$ cat src/rtl/p405s_icu_va2_fill_seq.sv
// p405s_icu_va2_fill_seq
// Consumes the latched VA2 miss address and runs one critical-word-first
// cache-line fill on the PLB read side. Each returned word is written into the
// I-cache data array. The critical word (the first beat) is also forwarded to
// the fetch pipe. Only one fill is in flight at a time.
//
// Ports (bit 0 is the MSB on all 0:31 buses)
//   CB            core clock, rising edge
//   ResetN        synchronous active-low reset
//   missReq       VA2 holds a valid miss, held until missAck
//   missVA2       registered miss address
//   missAck       1-cycle accept pulse; VA2 may change afterwards
//   abort         fetch flush, cancels the current fill
//   plbReq        read request, held until plbAddrAck
//   plbAddr       word-aligned miss address; slave wraps the burst in the line
//   plbAddrAck    request accepted
//   plbRdDValid   read beat valid
//   plbRdData     read beat data
//   plbRdErr      beat error, qualified by plbRdDValid
//   fillWrEn      array write strobe (one cycle after the beat)
//   fillWrIdx     word index within the line
//   fillWrData    array write data
//   critWordVal   critical word valid pulse, coincident with its array write
//   critWordData  critical word
//   fillDone      1-cycle completion pulse, one cycle after the final write
//   fillErr       with fillDone: at least one beat errored
//   fillBusy      sequencer is not idle
//
// state | meaning
// IDLE  | waiting for missReq
// REQ   | plbReq asserted, waiting for plbAddrAck
// DATA  | beats written to the array
// DRAIN | remaining beats counted and discarded (error or abort)
// DONE  | fill finished, fillDone issued on the next cycle

module p405s_icu_va2_fill_seq #(
   parameter int LINE_WORDS = 8,
   parameter int IDX_W      = 3
) (
   input  logic             CB,
   input  logic             ResetN,
   input  logic             missReq,
   input  logic [0:31]      missVA2,
   output logic             missAck,
   input  logic             abort,
   output logic             plbReq,
   output logic [0:31]      plbAddr,
   input  logic             plbAddrAck,
   input  logic             plbRdDValid,
   input  logic [0:31]      plbRdData,
   input  logic             plbRdErr,
   output logic             fillWrEn,
   output logic [IDX_W-1:0] fillWrIdx,
   output logic [0:31]      fillWrData,
   output logic             critWordVal,
   output logic [0:31]      critWordData,
   output logic             fillDone,
   output logic             fillErr,
   output logic             fillBusy
);

   typedef enum logic [2:0] {
      S_IDLE,
      S_REQ,
      S_DATA,
      S_DRAIN,
      S_DONE
   } state_t;

   localparam logic [IDX_W:0] LAST_BEAT = (IDX_W+1)'(LINE_WORDS-1);

   state_t           state;
   state_t           state_nxt;
   logic [0:31]      va2_q;
   logic [IDX_W:0]   beat_cnt;
   logic             err_q;
   logic [IDX_W-1:0] start_idx;
   logic             accept;
   logic             in_burst;
   logic             last_beat;
   logic             good_beat;

   assign start_idx = va2_q[30-IDX_W:29];
   assign accept    = (state == S_IDLE) && missReq;
   assign in_burst  = (state == S_DATA) || (state == S_DRAIN);
   assign last_beat = (beat_cnt == LAST_BEAT);
   // a beat that coincides with an abort or carries an error is never written
   assign good_beat = (state == S_DATA) && plbRdDValid && !plbRdErr && !abort;

   assign plbReq   = (state == S_REQ);
   assign plbAddr  = {va2_q[0:29], 2'b00};
   assign fillBusy = (state != S_IDLE);

   always_ff @(posedge CB) begin
      if (!ResetN) state <= S_IDLE;
      else         state <= state_nxt;
   end

   always_comb begin
      state_nxt = state;
      case (state)
         S_IDLE:  if (missReq) state_nxt = S_REQ;
         // an ack in the same cycle as abort still commits the burst, so it must be drained
         S_REQ: begin
            if (plbAddrAck)  state_nxt = abort ? S_DRAIN : S_DATA;
            else if (abort)  state_nxt = S_IDLE;
         end
         // the last beat ends the burst whatever it carries; nothing is left to drain
         S_DATA: begin
            if (plbRdDValid && last_beat)                state_nxt = S_DONE;
            else if (abort || (plbRdDValid && plbRdErr)) state_nxt = S_DRAIN;
         end
         S_DRAIN: if (plbRdDValid && last_beat) state_nxt = S_DONE;
         S_DONE:  state_nxt = S_IDLE;
         default: state_nxt = S_IDLE;
      endcase
   end

   always_ff @(posedge CB) begin
      if (!ResetN) begin
         va2_q        <= '0;
         beat_cnt     <= '0;
         err_q        <= 1'b0;
         missAck      <= 1'b0;
         fillWrEn     <= 1'b0;
         fillWrIdx    <= '0;
         fillWrData   <= '0;
         critWordVal  <= 1'b0;
         critWordData <= '0;
         fillDone     <= 1'b0;
         fillErr      <= 1'b0;
      end else begin
         missAck     <= accept;
         fillWrEn    <= good_beat;
         critWordVal <= good_beat && (beat_cnt == '0);
         fillDone    <= (state == S_DONE);
         fillErr     <= (state == S_DONE) && err_q;
         if (accept) begin
            va2_q    <= missVA2;
            err_q    <= 1'b0;
            beat_cnt <= '0;
         end
         if ((state == S_REQ) && plbAddrAck) beat_cnt <= '0;
         // counter stops at LINE_WORDS: the last beat always leaves DATA/DRAIN
         if (in_burst && plbRdDValid) begin
            beat_cnt <= beat_cnt + 1'b1;
            if (plbRdErr) err_q <= 1'b1;
         end
         if (good_beat) begin
            fillWrIdx  <= start_idx + beat_cnt[IDX_W-1:0];
            fillWrData <= plbRdData;
         end
         if (good_beat && (beat_cnt == '0)) critWordData <= plbRdData;
      end
   end

endmodule

$ cat config.mk
export PLATFORM = sky130hd
export DESIGN_NAME = p405s_icu_va2_fill_seq
export DESIGN_NICKNAME = d
export VERILOG_FILES = /design/src/rtl/p405s_icu_va2_fill_seq.sv
export SDC_FILE = /design/constraint.sdc
export NUM_CORES = 1
export LEC_CHECK = 0
export ABC_AREA = 1
export CAP_MARGIN = 15
export CORE_ASPECT_RATIO = 0.5
export CORE_UTILIZATION = 25
export CTS_CLUSTER_SIZE = 12
export DETAILED_ROUTE_END_ITERATION = 7
export PLACE_DENSITY_LB_ADDON = 0.08
export SYNTH_ARGS = -nofsm -noshare
export SYNTH_HDL_FRONTEND = slang
export SYNTH_SLANG_ARGS = --single-unit
$ cat constraint.sdc
create_clock -name CB -period 1.64 [get_ports CB]
set_input_delay 0.328 -clock CB [delete_from_list [all_inputs] [get_ports CB]]
set_output_delay 0.328 -clock CB [all_outputs]
set_load 0.02 [all_outputs]
==> impl_metrics.env <==
export IMPL_grt_max_degree=47
export IMPL_gp_congestion=0.730
export IMPL_ys_seq_elements=110
export IMPL_leakage_nw=3.45
export IMPL_yosysTopAreaCell="dfxtp_1"
export IMPL_ant_nets=0
export IMPL_period_needed_ns=1.58
export IMPL_gr_total_overflow=0
export IMPL_grt_pass1_vias=3810
export IMPL_gr_usage_met3_pct=4.96
export IMPL_die_area_um2=16800
export IMPL_fin_crit_sh_pct=96.2
export IMPL_placedCellCount=901
export IMPL_comb_power_share_pct=31.6
export IMPL_critPathMaxFanout=1
export IMPL_tns_ns=0
export IMPL_critPathBufInv=1
export IMPL_hold_viol=0
export IMPL_core_um2=15700
export IMPL_synth_area_um2=4070
export IMPL_setup_viol_count_final=0
export IMPL_htreeDepth=3
export IMPL_via_per_inst=4.18
export IMPL_hp_class="in -> reg"
export IMPL_rsz0062_at_grt="no"
export IMPL_gr_usage_met2_pct=25.2
export IMPL_grt_util_met1_pct=18.3
export IMPL_yosys_area_top_type_share_pct=54.1
export IMPL_intPower_mw=5.09
export IMPL_num_antenna_cells=0
export IMPL_hpwl_mm=8.09
export IMPL_instances_no_fill=917
export IMPL_dieHeight_um=92.3
export IMPL_cts_tree="yes"
export IMPL_sequentialPowerShare_pct=41.3
export IMPL_synthCells=515
export IMPL_clk_pin_slew_worst_paths_ns=0.07
export IMPL_cp_arrival_ns=1.25
export IMPL_post_dp_cell_area_um2=6160
export IMPL_irDropWorstVdd_mv=0.683
export IMPL_critPathCaptureType="output port"
export IMPL_clkLatencyLatePin_ns=0.35
export IMPL_fin_area_um2=6480
export IMPL_fin_skew_ns=0.00696
export IMPL_ys_types=31
export IMPL_p_switching_mw=2.62
export IMPL_maxSlewViolCount=0
export IMPL_grt_busiest_layer="met2"
export IMPL_cts_buffers=9
export IMPL_vias=3835
export IMPL_drt_wl_total_mm=12.0
export IMPL_drt_first_iter_violations=217
export IMPL_cts_setup_buffers=0
export IMPL_synth_area_leaders="dfxtp_1, nor2_1, o21ai_0"
export IMPL_initial_core_util_pct=26.0
export IMPL_yosysWarnings=0
export IMPL_nets=766
export IMPL_worstSetupPathType="reg -> out"
export IMPL_grt_antenna_before_repair=0
export IMPL_synth_area_per_cell_um2=7.91
export IMPL_clock_fmax_mhz=634
export IMPL_max_stage_delay_ns=0.60
export IMPL_switching_share_pct=34.0
export IMPL_ctsRootBufferMaster="clkbuf_16"
export IMPL_cts_sinks=110
export IMPL_yosysSeqAreaShare_pct=54.1
export IMPL_ios=177
export IMPL_power_frac_clock_pct=27.0
export IMPL_cp_cell_sequence="clkdlybuf4s50_1"
export IMPL_grt_pass1_wl_mm=19.6
export IMPL_slowest_stage="clkdlybuf4s50_1"
export IMPL_status="finished clean"
export IMPL_drtPass1Iterations=5
export IMPL_syn2layout_area_growth_pct=59.0
export IMPL_postLayoutCoreUtil_pct=41.4
export IMPL_power_density_nw_per_um2=1190
export IMPL_n_fill_cell=1618
export IMPL_fp_dieW_um=183
export IMPL_cp_data_required_time_ns=1.31
export IMPL_grt_use_total_pct=14.9
export IMPL_cap_violations=0
export IMPL_drc=0
export IMPL_drive_gt1_share_pct=8.48
export IMPL_clockBufferDepth=2
export IMPL_num_rows=32
export IMPL_io_buffer_count=172
export IMPL_cp_start_kind="flop"
export IMPL_routedWlPerCell_um=13.1
export IMPL_crit_family="buffers and inverters"
logic make-up after synthesis:
family	share of synthesized area [%]
DFF	54.1
buffers and inverters	6.08
other	0.0921
adders and majority gates	1.41
AOI/OAI and AO/OA	12.9
and+or+nand+nor	24.8
xor gates and xnor gates	0.645
layout by cell type, fill, tap and decap left out, types with 2 or more instances in the layout:
cell / n
inv_2: 3
clkbuf_16: 9
a21oi_1: 31
nor3_2: 2
dlymetal6s2s_1: 37
dfxtp_1: 108
clkinv_2: 2
dlygate4sd2_1: 61
nand2_2: 2
buf_12: 7
nand3_1: 22
clkinv_4: 2
clkdlybuf4s15_2: 2
nor2_1: 130
o21ai_1: 8
dfxtp_2: 2
inv_6: 3
buf_4: 17
xnor2_1: 2
inv_1: 15
nand2_1: 73
ha_1: 3
nand4_1: 3
o21ai_0: 66
conb_1: 2
clkdlybuf4s50_1: 71
nor2_4: 3
cell usage after synthesis:
master,number
nor2_1,131
dfxtp_1,110
nand2_1,74
o21ai_0,66
a21oi_1,31
nand3_1,22
inv_1,15
clkbuf_1,13
buf_2,10
o21ai_1,8
buf_4,5
buf_6,3
ha_1,3
inv_2,3
nand4_1,3
nor2_4,2
xnor2_1,2
and2_1,1
buf_1,1
conb_1,1
fa_1,1
inv_4,1
nand2_2,1
nand2_4,1
nor2_2,1
nor2_8,1
nor3_1,1
nor3_2,1
nor3_4,1
nor3b_1,1
xor2_1,1
flip-flops by register name, summed over array words and instances, names as in the netlist, 3 cells and up:
| name | count |
|---|---|
| critWordData | 32 |
| va2_q | 30 |
| state | 3 |
| fillWrData | 32 |
| beat_cnt | 4 |
| fillWrIdx | 3 |
layout make-up:
class,count,area [µm²],area share [%]
well taps,221,277,4.27
clock buffers,10,229,3.54
inverters,19,76.3,1.18
clock inverters,6,45.0,0.696
multi-input cells,355,1640,25.3
flip-flops and latches,110,2200,34.0
repair buffers,196,2000,30.9
per-layer routing:
metal | up-vias | wire [µm]
met5 | - | 0
met4 | 0 | 97
met3 | 8 | 605
met2 | 94 | 5540
met1 | 1728 | 5730
li1 | 2005 | -
repair_timing:
action                     in CTS  in global routing
gates resized for setup        69                 43
setup endpoints to repair      63                 65
hold buffers                    0                  0
pin swaps                       0                  0
power groups by stage:
stage	Clock (mW)	Sequential, mW	Combinational (mW)
6_report	2.08	3.18	2.44
5_1_grt	2.30	3.23	2.68
4_1_cts	2.21	3.19	2.48
3_5_place_dp	0	3.25	2.57
2_1_floorplan	0	3.63	0.912
3_3_place_gp	0	3.24	2.58
worst paths after layout:
path	endpoint	from	cells past startpoint	slack, ns
max	fillErr	fillErr	1	0.06
min	beat_cnt[0]	ResetN	4	0.45
max reg2reg	beat_cnt[1]	state[0]	9	0.22
min reg2reg	critWordData[16]	critWordData[16]	2	0.46
metrics by stage:
stage	hold slack, ns	worst slack, ns	total power [mW]
5_1_grt	0.465	0.00426	8.22
3_5_place_dp	0.455	-0.171	5.82
2_1_floorplan	0.439	0.0707	4.54
6_report	0.454	0.0621	7.71
4_1_cts	0.440	0.000175	7.88
3_3_place_gp	0.447	-0.159	5.82
Power figures use the tool's default switching activity.
==> RTL change: new RTL, same settings <==
One comparison of `beat_cnt` changes from == to >=.
--- a/src/rtl/p405s_icu_va2_fill_seq.sv
+++ b/src/rtl/p405s_icu_va2_fill_seq.sv
@@ -83,7 +83,7 @@
    assign start_idx = va2_q[30-IDX_W:29];
    assign accept    = (state == S_IDLE) && missReq;
    assign in_burst  = (state == S_DATA) || (state == S_DRAIN);
-   assign last_beat = (beat_cnt == LAST_BEAT);
+   assign last_beat = (beat_cnt >= LAST_BEAT);
    // a beat that coincides with an abort or carries an error is never written
    assign good_beat = (state == S_DATA) && plbRdDValid && !plbRdErr && !abort;
 
Formal check against the unedited RTL: no difference found for any inputs over 10 cycles, from zero or initial values and one cycle with ResetN low; that may be too few to reach the edited logic, so the function may still have changed.
==> RTL change against the unedited design <==
Synthesized area is essentially flat; worst setup slack worse by 7.7 ps; power is 14% lower; wire length up 0.17%; sequential cell count stayed put; count of clock-buffer cells in the layout is 1 higher; final area is 0.93% higher; global-route usage fell by 0.16 points; cell count grew 1.6%; sequential share of layout area fell by 0.31 points; synthesized cell count up 1.6%.
==> RTL change: results (changes against the unedited design) <==
The number of nets at the end of the flow is 781 (was 766). Biggest area contributors in the synthesized netlist: sky130_fd_sc_hd__dfxtp_1 (54%), sky130_fd_sc_hd__nor2_1 (13%), sky130_fd_sc_hd__nand2_1 (8.4%) (was sky130_fd_sc_hd__dfxtp_1 (54%), sky130_fd_sc_hd__nor2_1 (12%), sky130_fd_sc_hd__o21ai_0 (8.1%)). The largest net degree at the start of global routing is 50 (was 47). Status: complete, no violations (unchanged). The violation count after the first detailed-route iteration came out at 150 (was 217). The peak supply drop came out at 0.491 mV (was 0.683 mV). The detailed-placement wirelength estimate is 8490 um (was 8090 um). The count of input and output buffers came out at 172 (unchanged).

The total number of yosys warnings came out at 0 (unchanged). The cell type group with the largest total delay on the critical path was buffers and inverters (unchanged). The dominant register cell in the synthesized netlist is sky130_fd_sc_hd__dfxtp_1 (unchanged).

The reported leakage power came out at 3.39 nW (was 3.45 nW). The wire length of the first global-routing pass is 19300 um (was 19600 um). The fraction of the yosys area taken by sequential cells is 54.1% (about the same). The via count of the first global-routing pass is 3722 (was 3810). The post-synthesis average cell area is 7.78 sq um (was 7.91 sq um). The post-cts sizing count came out at 65 (was 69). The fraction of final layout cells sized beyond drive strength 1 came out at 8.86% (was 8.48%).

The post-route clock skew came out at 9.27 ps (was 6.96 ps). The iteration count of the initial detailed-routing pass came to 4 (was 5). The final cell count without fillers came out at 932 (was 917). The total placed cells including tap cells came out at 916 (was 901). The post-synthesis cell type count came out at 27 (was 31). The instance area after placement came to 0.00620 sq mm (was 0.00616 sq mm). The via count came to 3903 (was 3835). The weighted congestion at the end of routability-driven global placement is 0.775 (was 0.730). The aggregate global-route resource usage was 14.7% (was 14.9%).

The total wire length is 12000 um (about the same).
RTL change: routing by layer:
metal  up-vias  global-route usage, %  wire (um)
li1       2037                      -          -
met1      1765                   18.7       5750
met2        94                   23.6       5380
met3         7                   5.56        763
met4         0                   3.36         89
met5         -                      0          0
RTL change: path summary, 6_finish.rpt:
path	cells past startpoint	slack [ps]	to	startpoint
worst max register to register	10	110	critWordData[11]$_SDFFE_PN0P_	state[1]$_SDFFE_PN0P_
worst min-delay path	3	320	critWordVal$_SDFF_PN0_	ResetN
worst max-delay path	1	50	missAck	missAck$_SDFF_PN0_
worst min register to register	2	460	critWordData[30]$_SDFFE_PN0P_	critWordData[30]$_SDFFE_PN0P_
RTL change: logic make-up (layout without fill, tap and decap cells):
group | count (synthesis) | in the layout | share of synthesized area (%)
xor gates and xnor gates | 2 | 2 | 0.430
other | 1 | 2 | 0.0921
buffers and inverters | 47 | 234 | 6.18
and+or+nand+nor | 252 | 252 | 24.6
adders and majority gates | 4 | 4 | 1.41
DFF | 110 | 110 | 54.1
AOI/OAI and AO/OA | 107 | 107 | 13.2
RTL change: final cells by class:
class / instances / area [sq um]
clock inverter: 5 / 58.8
clock buffer: 11 / 243
timing repair buffer: 204 / 2070
inverter: 14 / 52.6
sequential: 110 / 2200
multi-input combinational: 367 / 1630
fill: 1626 / 9120
tap: 221 / 277
RTL change: power by group:
group / internal [mW] / switching, mW
registers: 2.86 / 0.0905
logic: 0.630 / 0.786
clock network: 1.23 / 1.01
